File: src/rtl/packet_dispatcher.sv
// One-packet-at-a-time IP demultiplexer: registers the header, steers header and payload
// to output 0 or 1 by dest-IP subnet match, and counts delivered/errored packets.
module packet_dispatcher #(
    parameter logic [31:0] ROUTE_MASK  = 32'hFFFF_FF00,
    parameter logic [31:0] ROUTE_MATCH = 32'h0A00_0000,
    parameter int          CNT_WIDTH   = 32
) (
    input  logic                 clk,
    input  logic                 rst,
    input  logic                 i_ip_hdr_valid,
    output logic                 i_ip_hdr_ready,
    input  logic [47:0]          i_ip_eth_dest_mac,
    input  logic [47:0]          i_ip_eth_src_mac,
    input  logic [15:0]          i_ip_eth_type,
    input  logic [3:0]           i_ip_version,
    input  logic [3:0]           i_ip_ihl,
    input  logic [5:0]           i_ip_dscp,
    input  logic [1:0]           i_ip_ecn,
    input  logic [15:0]          i_ip_length,
    input  logic [15:0]          i_ip_identification,
    input  logic [2:0]           i_ip_flags,
    input  logic [12:0]          i_ip_fragment_offset,
    input  logic [7:0]           i_ip_ttl,
    input  logic [7:0]           i_ip_protocol,
    input  logic [15:0]          i_ip_header_checksum,
    input  logic [31:0]          i_ip_source_ip,
    input  logic [31:0]          i_ip_dest_ip,
    input  logic [7:0]           i_ip_payload_axis_tdata,
    input  logic                 i_ip_payload_axis_tvalid,
    input  logic                 i_ip_payload_axis_tlast,
    input  logic                 i_ip_payload_axis_tuser,
    output logic                 i_ip_payload_axis_tready,
    output logic                 o_if0_ip_hdr_valid,
    input  logic                 o_if0_ip_hdr_ready,
    output logic [47:0]          o_if0_ip_eth_dest_mac,
    output logic [47:0]          o_if0_ip_eth_src_mac,
    output logic [15:0]          o_if0_ip_eth_type,
    output logic [3:0]           o_if0_ip_version,
    output logic [3:0]           o_if0_ip_ihl,
    output logic [5:0]           o_if0_ip_dscp,
    output logic [1:0]           o_if0_ip_ecn,
    output logic [15:0]          o_if0_ip_length,
    output logic [15:0]          o_if0_ip_identification,
    output logic [2:0]           o_if0_ip_flags,
    output logic [12:0]          o_if0_ip_fragment_offset,
    output logic [7:0]           o_if0_ip_ttl,
    output logic [7:0]           o_if0_ip_protocol,
    output logic [15:0]          o_if0_ip_header_checksum,
    output logic [31:0]          o_if0_ip_source_ip,
    output logic [31:0]          o_if0_ip_dest_ip,
    output logic [7:0]           o_if0_ip_payload_axis_tdata,
    output logic                 o_if0_ip_payload_axis_tvalid,
    output logic                 o_if0_ip_payload_axis_tlast,
    output logic                 o_if0_ip_payload_axis_tuser,
    input  logic                 o_if0_ip_payload_axis_tready,
    output logic                 o_if1_ip_hdr_valid,
    input  logic                 o_if1_ip_hdr_ready,
    output logic [47:0]          o_if1_ip_eth_dest_mac,
    output logic [47:0]          o_if1_ip_eth_src_mac,
    output logic [15:0]          o_if1_ip_eth_type,
    output logic [3:0]           o_if1_ip_version,
    output logic [3:0]           o_if1_ip_ihl,
    output logic [5:0]           o_if1_ip_dscp,
    output logic [1:0]           o_if1_ip_ecn,
    output logic [15:0]          o_if1_ip_length,
    output logic [15:0]          o_if1_ip_identification,
    output logic [2:0]           o_if1_ip_flags,
    output logic [12:0]          o_if1_ip_fragment_offset,
    output logic [7:0]           o_if1_ip_ttl,
    output logic [7:0]           o_if1_ip_protocol,
    output logic [15:0]          o_if1_ip_header_checksum,
    output logic [31:0]          o_if1_ip_source_ip,
    output logic [31:0]          o_if1_ip_dest_ip,
    output logic [7:0]           o_if1_ip_payload_axis_tdata,
    output logic                 o_if1_ip_payload_axis_tvalid,
    output logic                 o_if1_ip_payload_axis_tlast,
    output logic                 o_if1_ip_payload_axis_tuser,
    input  logic                 o_if1_ip_payload_axis_tready,
    output logic [CNT_WIDTH-1:0] o_pkt_cnt0,
    output logic [CNT_WIDTH-1:0] o_pkt_cnt1,
    output logic [CNT_WIDTH-1:0] o_err_cnt
);

    localparam int HDR_W = 272;

    typedef enum logic [1:0] {IDLE, HDR, PAYLOAD} state_t;

    state_t           state, state_nxt;
    logic             sel;
    logic [HDR_W-1:0] hdr_in, hdr_q;
    logic             hdr_accept, pkt_done, pay_ready, in_hdr, in_pay;

    // All header fields travel as one flat word; both outputs share the registered copy.
    assign hdr_in = {i_ip_eth_dest_mac, i_ip_eth_src_mac, i_ip_eth_type, i_ip_version, i_ip_ihl,
                     i_ip_dscp, i_ip_ecn, i_ip_length, i_ip_identification, i_ip_flags,
                     i_ip_fragment_offset, i_ip_ttl, i_ip_protocol, i_ip_header_checksum,
                     i_ip_source_ip, i_ip_dest_ip};

    assign {o_if0_ip_eth_dest_mac, o_if0_ip_eth_src_mac, o_if0_ip_eth_type, o_if0_ip_version,
            o_if0_ip_ihl, o_if0_ip_dscp, o_if0_ip_ecn, o_if0_ip_length, o_if0_ip_identification,
            o_if0_ip_flags, o_if0_ip_fragment_offset, o_if0_ip_ttl, o_if0_ip_protocol,
            o_if0_ip_header_checksum, o_if0_ip_source_ip, o_if0_ip_dest_ip} = hdr_q;

    assign {o_if1_ip_eth_dest_mac, o_if1_ip_eth_src_mac, o_if1_ip_eth_type, o_if1_ip_version,
            o_if1_ip_ihl, o_if1_ip_dscp, o_if1_ip_ecn, o_if1_ip_length, o_if1_ip_identification,
            o_if1_ip_flags, o_if1_ip_fragment_offset, o_if1_ip_ttl, o_if1_ip_protocol,
            o_if1_ip_header_checksum, o_if1_ip_source_ip, o_if1_ip_dest_ip} = hdr_q;

    assign in_hdr    = (state == HDR);
    assign in_pay    = (state == PAYLOAD);
    assign pay_ready = sel ? o_if1_ip_payload_axis_tready : o_if0_ip_payload_axis_tready;

    // Ready is gated by reset directly so it drops without waiting for a clock edge.
    assign i_ip_hdr_ready           = rst && (state == IDLE);
    assign i_ip_payload_axis_tready = in_pay && pay_ready;

    assign o_if0_ip_hdr_valid = in_hdr && !sel;
    assign o_if1_ip_hdr_valid = in_hdr && sel;

    assign o_if0_ip_payload_axis_tvalid = in_pay && !sel && i_ip_payload_axis_tvalid;
    assign o_if1_ip_payload_axis_tvalid = in_pay && sel && i_ip_payload_axis_tvalid;
    assign o_if0_ip_payload_axis_tdata  = i_ip_payload_axis_tdata;
    assign o_if1_ip_payload_axis_tdata  = i_ip_payload_axis_tdata;
    assign o_if0_ip_payload_axis_tlast  = i_ip_payload_axis_tlast;
    assign o_if1_ip_payload_axis_tlast  = i_ip_payload_axis_tlast;
    assign o_if0_ip_payload_axis_tuser  = i_ip_payload_axis_tuser;
    assign o_if1_ip_payload_axis_tuser  = i_ip_payload_axis_tuser;

    always_ff @(posedge clk or negedge rst) begin
        if (!rst) state <= IDLE;
        else      state <= state_nxt;
    end

    always_comb begin
        state_nxt  = state;
        hdr_accept = 1'b0;
        pkt_done   = 1'b0;
        case (state)
            IDLE: begin
                if (i_ip_hdr_valid) begin
                    hdr_accept = 1'b1;
                    state_nxt  = HDR;
                end
            end
            HDR: begin
                if (sel ? o_if1_ip_hdr_ready : o_if0_ip_hdr_ready) state_nxt = PAYLOAD;
            end
            PAYLOAD: begin
                if (i_ip_payload_axis_tvalid && pay_ready && i_ip_payload_axis_tlast) begin
                    pkt_done  = 1'b1;
                    state_nxt = IDLE;
                end
            end
            default: state_nxt = IDLE;
        endcase
    end

    always_ff @(posedge clk or negedge rst) begin
        if (!rst) begin
            hdr_q      <= '0;
            sel        <= 1'b0;
            o_pkt_cnt0 <= '0;
            o_pkt_cnt1 <= '0;
            o_err_cnt  <= '0;
        end else begin
            if (hdr_accept) begin
                hdr_q <= hdr_in;
                sel   <= ((i_ip_dest_ip & ROUTE_MASK) == ROUTE_MATCH);
            end
            if (pkt_done) begin
                if (sel) o_pkt_cnt1 <= o_pkt_cnt1 + 1'b1;
                else     o_pkt_cnt0 <= o_pkt_cnt0 + 1'b1;
                if (i_ip_payload_axis_tuser) o_err_cnt <= o_err_cnt + 1'b1;
            end
        end
    end

endmodule

File: config.mk
export PLATFORM = sky130hd
export DESIGN_NAME = packet_dispatcher
export DESIGN_NICKNAME = d
export VERILOG_FILES = /design/src/rtl/packet_dispatcher.sv
export SDC_FILE = /design/constraint.sdc
export NUM_CORES = 1
export LEC_CHECK = 0
export CAP_MARGIN = 10
export CORE_AREA = 3 3 368 370
export CTS_CLUSTER_DIAMETER = 150
export DETAILED_ROUTE_END_ITERATION = 7
export DIE_AREA = 0 0 371 373
export GPL_TIMING_DRIVEN = 0
export PLACE_DENSITY = 0.39
export SLEW_MARGIN = 10
export SYNTH_ARGS = -nofsm -noshare
export SYNTH_HDL_FRONTEND = slang
export SYNTH_SLANG_ARGS = --single-unit
File: constraint.sdc
create_clock -name clk -period 2.6 [get_ports clk]
set_clock_uncertainty 0.15 [all_clocks]
set_input_delay 0.78 -clock clk [delete_from_list [all_inputs] [get_ports clk]]
set_output_delay 0.78 -clock clk [all_outputs]
set_load 0.1 [all_outputs]
Word-level counts from Yosys, hierarchy flattened

Index checks and enable logic that the tools add are counted.

Add/sub/neg operators: 3
Equality and inequality tests: 6
Mux-type cells: 10
Bitwise gates (word level): 1
Reductions and logical operators: 16

Operators with widths:

| kind                                             | number |
|---|---|
| adder 32 x 1 -> 32 bit (second input constant)   | 3 |
| == test 24 x 20 -> 1 bit (second input constant) | 1 |
| logical AND 1 bit                                | 10 |
| 2-to-1 mux 1 bit                                 | 6 |
| 2-to-1 mux 2 bit                                 | 3 |
| case mux 2 bit (3 select lines)                  | 1 |
| AND reduction 2 bit                              | 3 |
| != test 2 x 1 -> 1 bit (second input constant)   | 2 |
| AND reduction 3 bit                              | 1 |
| == test 2 x 1 -> 1 bit (second input constant)   | 1 |
| == test 2 bit (second input constant)            | 1 |
| logical NOT 2 bit                                | 1 |
| != test 2 bit (second input constant)            | 1 |
| logical NOT 1 bit                                | 1 |
| NOT 1 bit                                        | 1 |

Bits in registers: 371
Input port bits: 290
Output and inout port bits: 666
Logic and storage cells: 42

Depth between registers and ports, before layout

Gate-level depths: netlist of the first run.

Depth in word-level cells: 6
Mapped depth: 7

Worst setup path after synthesis of the first run

OpenSTA, ideal clock, no wires.

Kind: input to output
Start point: input port rst
End point: output port i_ip_hdr_ready
Arrival time: 2.962 ns
Required time: 1.670 ns
Path slack: -1.292 ns
Stages: 1
Path buffers: 0
Cells stage by stage: nor3b_1

Cells in the longest elaborated chain, start to end: 1

RTL lines:

| element           | RTL line | text |
|---|---|---|
| start, declared   | 9        | `input logic rst,` |
| logical AND 1 bit | 114      | `assign i_ip_hdr_ready = rst && (state == IDLE);` |
| end, declared     | 11       | `output logic i_ip_hdr_ready,` |

No other way between the ends.

Worst setup path in the final report of the first run

Start point: register state[0]
End point: output port i_ip_hdr_ready

Cells in the longest elaborated chain, start to end: 2

RTL lines:

| element                | RTL line | text |
|---|---|---|
| start, declared        | 88       | `state_t state, state_nxt;` |
| start signal, assigned | 131      | `else state <= state_nxt;` |
| logical NOT 2 bit      | 114      |  |
| logical AND 1 bit      | 114      |  |

No other way between the ends.

==> results.md, run 1 <==
* DR pass1 iterations at 4
* Final hold violation count at 0
* Violation count after the first detailed-routing iteration at 476
* Buffer type at the clock tree root: clkbuf_16
* Critical Path, Cell by Cell: buf_6 -> nor3b_4 -> buf_12
* Ports placed on the boundary at 956
* Fill cell total of the finished layout at 14600
* Mux share of post-synthesis cell area at 0.186
* Least setup slack across all paths after layout at -0.0128 ns
* Number of buffers added on ports at 947
* Clock period minus final worst setup slack at 2.61 ns
* Final nets at 2604
* Max capacitance violation total at 0
* Synth Area in Compound Gates at 0.00135
* CTS tree: built
* Pin count of the biggest net entering global routing at 90
* Global-route usage over all layers at 0.120
* Met3 layer usage reported by global route at 0.0389
* Die area at 0.138 mm2
* Syn Nets at 1577
* Max Slew Vio Count at 0
* Worst-skew pair later-pin latency at 0.61 ns
* Area share of xor/xnor cells in the synthesized design at 0.0487
* Count of antenna-violating nets left after detailed routing at 0
* DRC at 0
* Initial cell density of the core at 0.126
* Clock transition at the registers of the reported paths at 0.06 ns
* Routability congestion estimate from global placement at 0.734
* Mapped Avg Cell Area at 13.0 um2
* Global-route wire length before repair at 118000 um
* RSZ-0062 raised after global routing: yes
* Max_slew headroom at 0.432
* Type of the tightest min-delay check: in2async
* Fraction of layout cells with a size suffix above 1 at 0.601
* Cell area after synthesis at 0.0167 mm2
* Status: finished with violations
* Share of the clock period used by the worst path at 1.00
* Area growth syn-to-layout at 73.7%
* Layer with the highest usage: met2
* Crit path largest cell delay at 0.47 ns
* Antenna violations before repair at 6
* Vias in the first global route at 14300
* Via count of the routed design at 13300
* Simple-gate area share of the yosys netlist at 0.0671
* Worst Setup Path Type: reg2out
* Highest-delay cell along the critical path: dfrtp_2
* Worst-Margin Slew at 0.845 ns
* Seq. cell area at 0.00931 mm2
* Die height at 373 um
* Category of the worst setup path launch point: flip-flop
* Total half-perimeter wirelength after legalization and detailed placement at 69900 um
* Number of standard-cell rows in the floorplan at 134
* Remaining global-route overflow at 0
* Placeable core region at 0.133 mm2
* Fin area at 0.0291 mm2
* Met2 GRT Util at 0.231
* Routed via count divided by cell count at 3.23
* Combinational family with the most area after synthesis: multiplexers
* Number of library cell types mapped by synthesis at 36
* Routed WL at 86100 um
* Arrival time of data at the critical path endpoint at 1.68 ns
* DIE WIDTH at 371 um
* Async S/R FF share, synth at 1.00
* GRT met1 Usage at 0.123
* Sequential share of the synthesized area at 0.555
* Fmax at 383 MHz
* Multi-input logic area at 0.00523 mm2
* Final TNS setup at -0.0128 ns
* Number of enable-type register cells in the synthesized netlist at 0
* Number of H-tree levels at 2
* Failing checks: setup timing
* Adder-cell share of the synthesized area at 0.00224
* Routed WL per cell at 20.9 um
* Placed cell areas at 0.0286 mm2
* Yosys warnings at 0
* Endpoints failing setup at 1
* Flops & latches, synth at 371
* Kind of end point of the critical path: output pin
* TritonCTS buffer count at 51
* Critical Path RT at 1.67 ns
* CTS Buffer Depth at 3
* Post-route worst hold slack at 0.0487 ns
* Mapped Cells at 1284
* Primary FF master, synth: dfrtp_1
* Biggest fanout along the worst timing path at 5
* Clock sinks at 371
## layer usage
| layer | up-vias | routed length (um) |
|---|---|---|
| met3 | 75 | 6530 |
| met1 | 6579 | 30400 |
| met2 | 496 | 47100 |
| met4 | 2 | 1960 |
| li1 | 6175 | - |
| met5 | - | 13 |
## final cells by class
type	count	area share
sequential	371	0.320
buffer	327	0.0818
multi-input combinational	583	0.180
clock buffer	79	0.0520
antenna	2	0.000172
inverter	3	0.000517
tap	1768	0.0761
timing repair buffer	974	0.283
clock inverter	13	0.00646
## synthesized netlist by cell type, drive strengths merged, types with 8 or more instances
master	count	area, um2
and4	8	70.1
buf	294	2210
and3	14	87.6
nand2	45	169
dfrtp	371	9280
nand3	45	225
nand4	24	150
nor3	14	75.1
xor2	26	228
nor4	9	68.8
xnor2	67	587
clkbuf	33	124
mux2	274	3090
nor2	24	90.1
## state kept, by name, indices dropped and copies added, names as in the netlist
name	flops
hdr_q	272
o_err_cnt	32
o_pkt_cnt0	32
o_pkt_cnt1	32
sel	1
state	2
## critical path: cells and delay by family (launching register included)
family / cells / cell delay (ns)
flip-flops: 1 / 0.47
buffers and inverters: 2 / 0.35
AND/OR/NAND/NOR: 1 / 0.25
## cells by family after synthesis
family / after synthesis
AO/OA/AOI/OAI: 4
multiplexers: 276
XOR/XNOR: 93
buffers and inverters: 330
flip-flops: 371
AND/OR/NAND/NOR: 207
adder cells (fa/ha/maj): 3
## layout by cell type, fill, tap and decap left out, types with 11 or more instances in the layout
cell / instances
buf_4: 391
dfrtp_1: 349
buf_2: 333
clkdlybuf4s50_1: 275
mux2_2: 274
clkdlybuf4s15_2: 172
xnor2_1: 67
clkbuf_16: 52
clkdlybuf4s18_2: 49
nand3_1: 45
nand2_1: 45
clkbuf_2: 39
xor2_1: 26
nand4_1: 24
dfrtp_2: 22
clkbuf_1: 21
nor2_1: 21
clkbuf_8: 14
and3_1: 12
nor3_1: 11
## metrics by stage
stage | worst slack, ns | util | std cells
final | -0.0128 | 0.219 | 4120
after floorplan | -0.228 | - | 1284
after detailed placement | -1.83 | 0.215 | 4005
after global routing | -0.101 | 0.219 | 4119
after CTS | -0.109 | 0.219 | 4114
after global placement | -20.43 | 0.214 | 3999
## worst paths after layout
| kind | from | end | slack, ns | depth (start not counted) |
|---|---|---|---|---|
| worst max-delay path | state[0] | i_ip_hdr_ready | -0.01 | 3 |
| worst min-delay path | rst | hdr_q[70] | 0.05 | 2 |
| worst max register to register | state[1] | hdr_q[227] | 0.10 | 6 |
| worst min register to register | o_pkt_cnt1[31] | o_pkt_cnt1[31] | 0.33 | 1 |
| max in group asynchronous | rst | o_err_cnt[6] | 1.35 | 3 |
| min in group clk | o_pkt_cnt1[31] | o_pkt_cnt1[31] | 0.33 | 1 |
## timing repair
| item | CTS | global route |
|---|---|---|
| setup buffers | 15 | 3 |
| hold buffers | 2 | 0 |
| endpoints found under the hold margin | 42 | 0 |
| gates resized for setup | 3042 | 43 |
| pin swaps | 6 | 2 |
| setup endpoints to repair | 963 | 63 |
| gates cloned | 1 | 1 |
Power of run 1 is not shown: default switching activity piles up to over one toggle a cycle in this logic, so the estimate is an artifact.
==> run 2: changes to the inputs <==
- PLACE_DENSITY: 0.39 -> not set
- PLACE_DENSITY_LB_ADDON: not set -> 0.25
==> run 2 against run 1 <==
  * Global-route usage decreased by 0.24 points
  * Core utilization about the same
  * Final cell count decreased by 0.19%
  * Maximum frequency decreased by 1.0%
  * Worst setup slack got worse by 0.027 ns
  * Count of clock-buffer cells in the layout decreased by 7
  * Wire length decreased by 1.6%
  * Critical path depth unchanged
  * The flow still finishes with violations (setup timing)
  * Non-clock buffer count decreased by 5
  * First-iteration DRC count decreased by 25%
  * Worst hold slack improved by 0.014 ns
==> results.md, run 2 (same netlist as run 1, synthesis figures left out) <==
* Status: finished with violations
* Buffer type at the clock tree root: clkbuf_16
* DR pass1 iterations at 4
* Fill cell total of the finished layout at 14500
* Failing checks: setup timing
* Clock sinks at 371
* Inst Count DP at 4004
* Count of antenna-violating nets left after detailed routing at 0
* Pin count of the biggest net entering global routing at 97
* Initial cell density of the core at 0.126
* Total half-perimeter wirelength after legalization and detailed placement at 69000 um
* Ports placed on the boundary at 956
* RSZ-0062 raised after global routing: yes
* Final cell count without fillers at 4112
* Max capacitance violation total at 0
* Multi-input logic area at 0.00520 mm2
* Max Slew Vio Count at 0
* Least setup slack across all paths after layout at -0.0395 ns
* Placeable core region at 0.133 mm2
* Via count of the routed design at 13300
* Most used cells in the layout excluding fill and tap cells: buf_4 (397), dfrtp_1 (349), buf_2 (315)
* Number of H-tree levels at 2
* Routability congestion estimate from global placement at 0.759
* Fin area at 0.0290 mm2
* Die area at 0.138 mm2
* Clock transition at the registers of the reported paths at 0.06 ns
* CTS Buffer Depth at 3
* Max_slew headroom at 0.548
* Routed via count divided by cell count at 3.24
* Placement-stage worst setup slack at -1.88 ns
* Final nets at 2596
* Leading cell type in the layout, fill and taps excluded: buf_4
* Fraction of layout cells with a size suffix above 1 at 0.602
* Dominant delay contributor by cell family on the critical path: simple AND/OR/NAND/NOR gates
* Placed cell areas at 0.0286 mm2
* Antenna violations before repair at 9
* Share of the clock period used by the worst path at 1.02
* Number of flip-flops in the largest register at 272
* Fmax at 379 MHz
* Biggest register: hdr_q
* Worst-Margin Slew at 0.673 ns
* DRC at 0
* Worst Setup Path Type: reg2out
* Arrival time of data at the critical path endpoint at 1.71 ns
* Endpoints failing setup at 1
* Remaining global-route overflow at 0
* Worst path buffer plus inverter count at 1
* Routed WL at 84700 um
* Biggest fanout along the worst timing path at 5
* TritonCTS buffer count at 48
* Critical Path, Cell by Cell: nand2b_4 -> nor2_4 -> buf_12
* Highest-delay cell along the critical path: dfrtp_2
* Final core utilization at 0.218
* Routed WL per cell at 20.6 um
* Seq. cell area at 0.00931 mm2
* Crit path largest cell delay at 0.43 ns
* Number of buffers added on ports at 947
* Vias in the first global route at 14100
* Worst-skew pair later-pin latency at 0.61 ns
* DIE WIDTH at 371 um
* Global-route usage over all layers at 0.118
* Kind of end point of the critical path: output pin
* Global-route wire length before repair at 116000 um
* Die height at 373 um
* Number of standard-cell rows in the floorplan at 134
* Critical Path RT at 1.67 ns
* Clock period minus final worst setup slack at 2.64 ns
* Area growth syn-to-layout at 73.6%
* CTS tree: built
* Final hold violation count at 0
* Type of the tightest min-delay check: in2async
* Violation count after the first detailed-routing iteration at 358
* Category of the worst setup path launch point: flip-flop
-- run 2: changes by cell type in the layout (fill, tap and decap cells not counted), sizes merged --
cell           previous run  this run
inv                       6         4
bufbuf                    1         3
clkinvlp                  4         2
clkdlybuf4s18            49        55
diode                     2         5
buf                     747       731
clkbuf                  130       126
clkinv                    2         7
-- run 2: layout make-up --
type / instances / share of cell area
Buffer: 327 / 0.0825
Tap cell: 1768 / 0.0762
Sequential cell: 371 / 0.321
Timing Repair Buffer: 969 / 0.283
Clock buffer: 72 / 0.0508
Inverter: 3 / 0.000388
Multi-Input combinational cell: 583 / 0.179
Antenna cell: 5 / 0.000431
Clock inverter: 14 / 0.00668
-- run 2: metrics by stage --
| stage | TNS (ns) | hold slack [ns] |
|---|---|---|
| finish | -0.0395 | 0.0630 |
| global route | -0.203 | 0.0353 |
| CTS | -0.148 | 0.0191 |
| detailed placement | -416.31 | 0.315 |
| global placement | -7590.45 | 0.319 |
| floorplan | -0.456 | 0.334 |
-- run 2: repair_timing --
action / CTS / global route
gates cloned: 3 / 0
hold buffers: 2 / 0
resized for setup: 3001 / 61
setup endpoints to repair: 966 / 72
pin swaps: 4 / 2
endpoints found under the hold margin: 58 / 0
setup buffers: 9 / 3
-- run 2: routing by layer --
| metal | global-route usage | up-vias | routed length [um] |
|---|---|---|---|
| met5 | 0 | - | 7 |
| met4 | 0.0355 | 2 | 2430 |
| met3 | 0.0437 | 89 | 7700 |
| met2 | 0.222 | 521 | 45500 |
| met1 | 0.119 | 6561 | 29000 |
| li1 | - | 6150 | - |
-- run 2: path summary, 6_finish.rpt --
path / start / end / slack [ns] / cells after the start
worst min-delay path: rst / hdr_q[163] / 0.06 / 2
min in group clk: o_pkt_cnt1[31] / o_pkt_cnt1[31] / 0.32 / 1
max in group asynchronous: rst / hdr_q[225] / 1.23 / 4
worst max register to register: sel / o_err_cnt[28] / 0.12 / 8
worst max-delay path: state[1] / o_if0_ip_hdr_valid / -0.04 / 3
worst min register to register: o_pkt_cnt1[31] / o_pkt_cnt1[31] / 0.32 / 1
-- run 2: worst register-to-register path, delay by kind of cell (launching register included) --
| family | cells | cell delay, ns |
|---|---|---|
| buf+inv | 3 | 0.45 |
| simple gates | 3 | 1.05 |
| xor+xnor | 1 | 0.18 |
| mux | 1 | 0.20 |
| flops | 1 | 0.37 |
Power of run 2 is left out for the same reason.
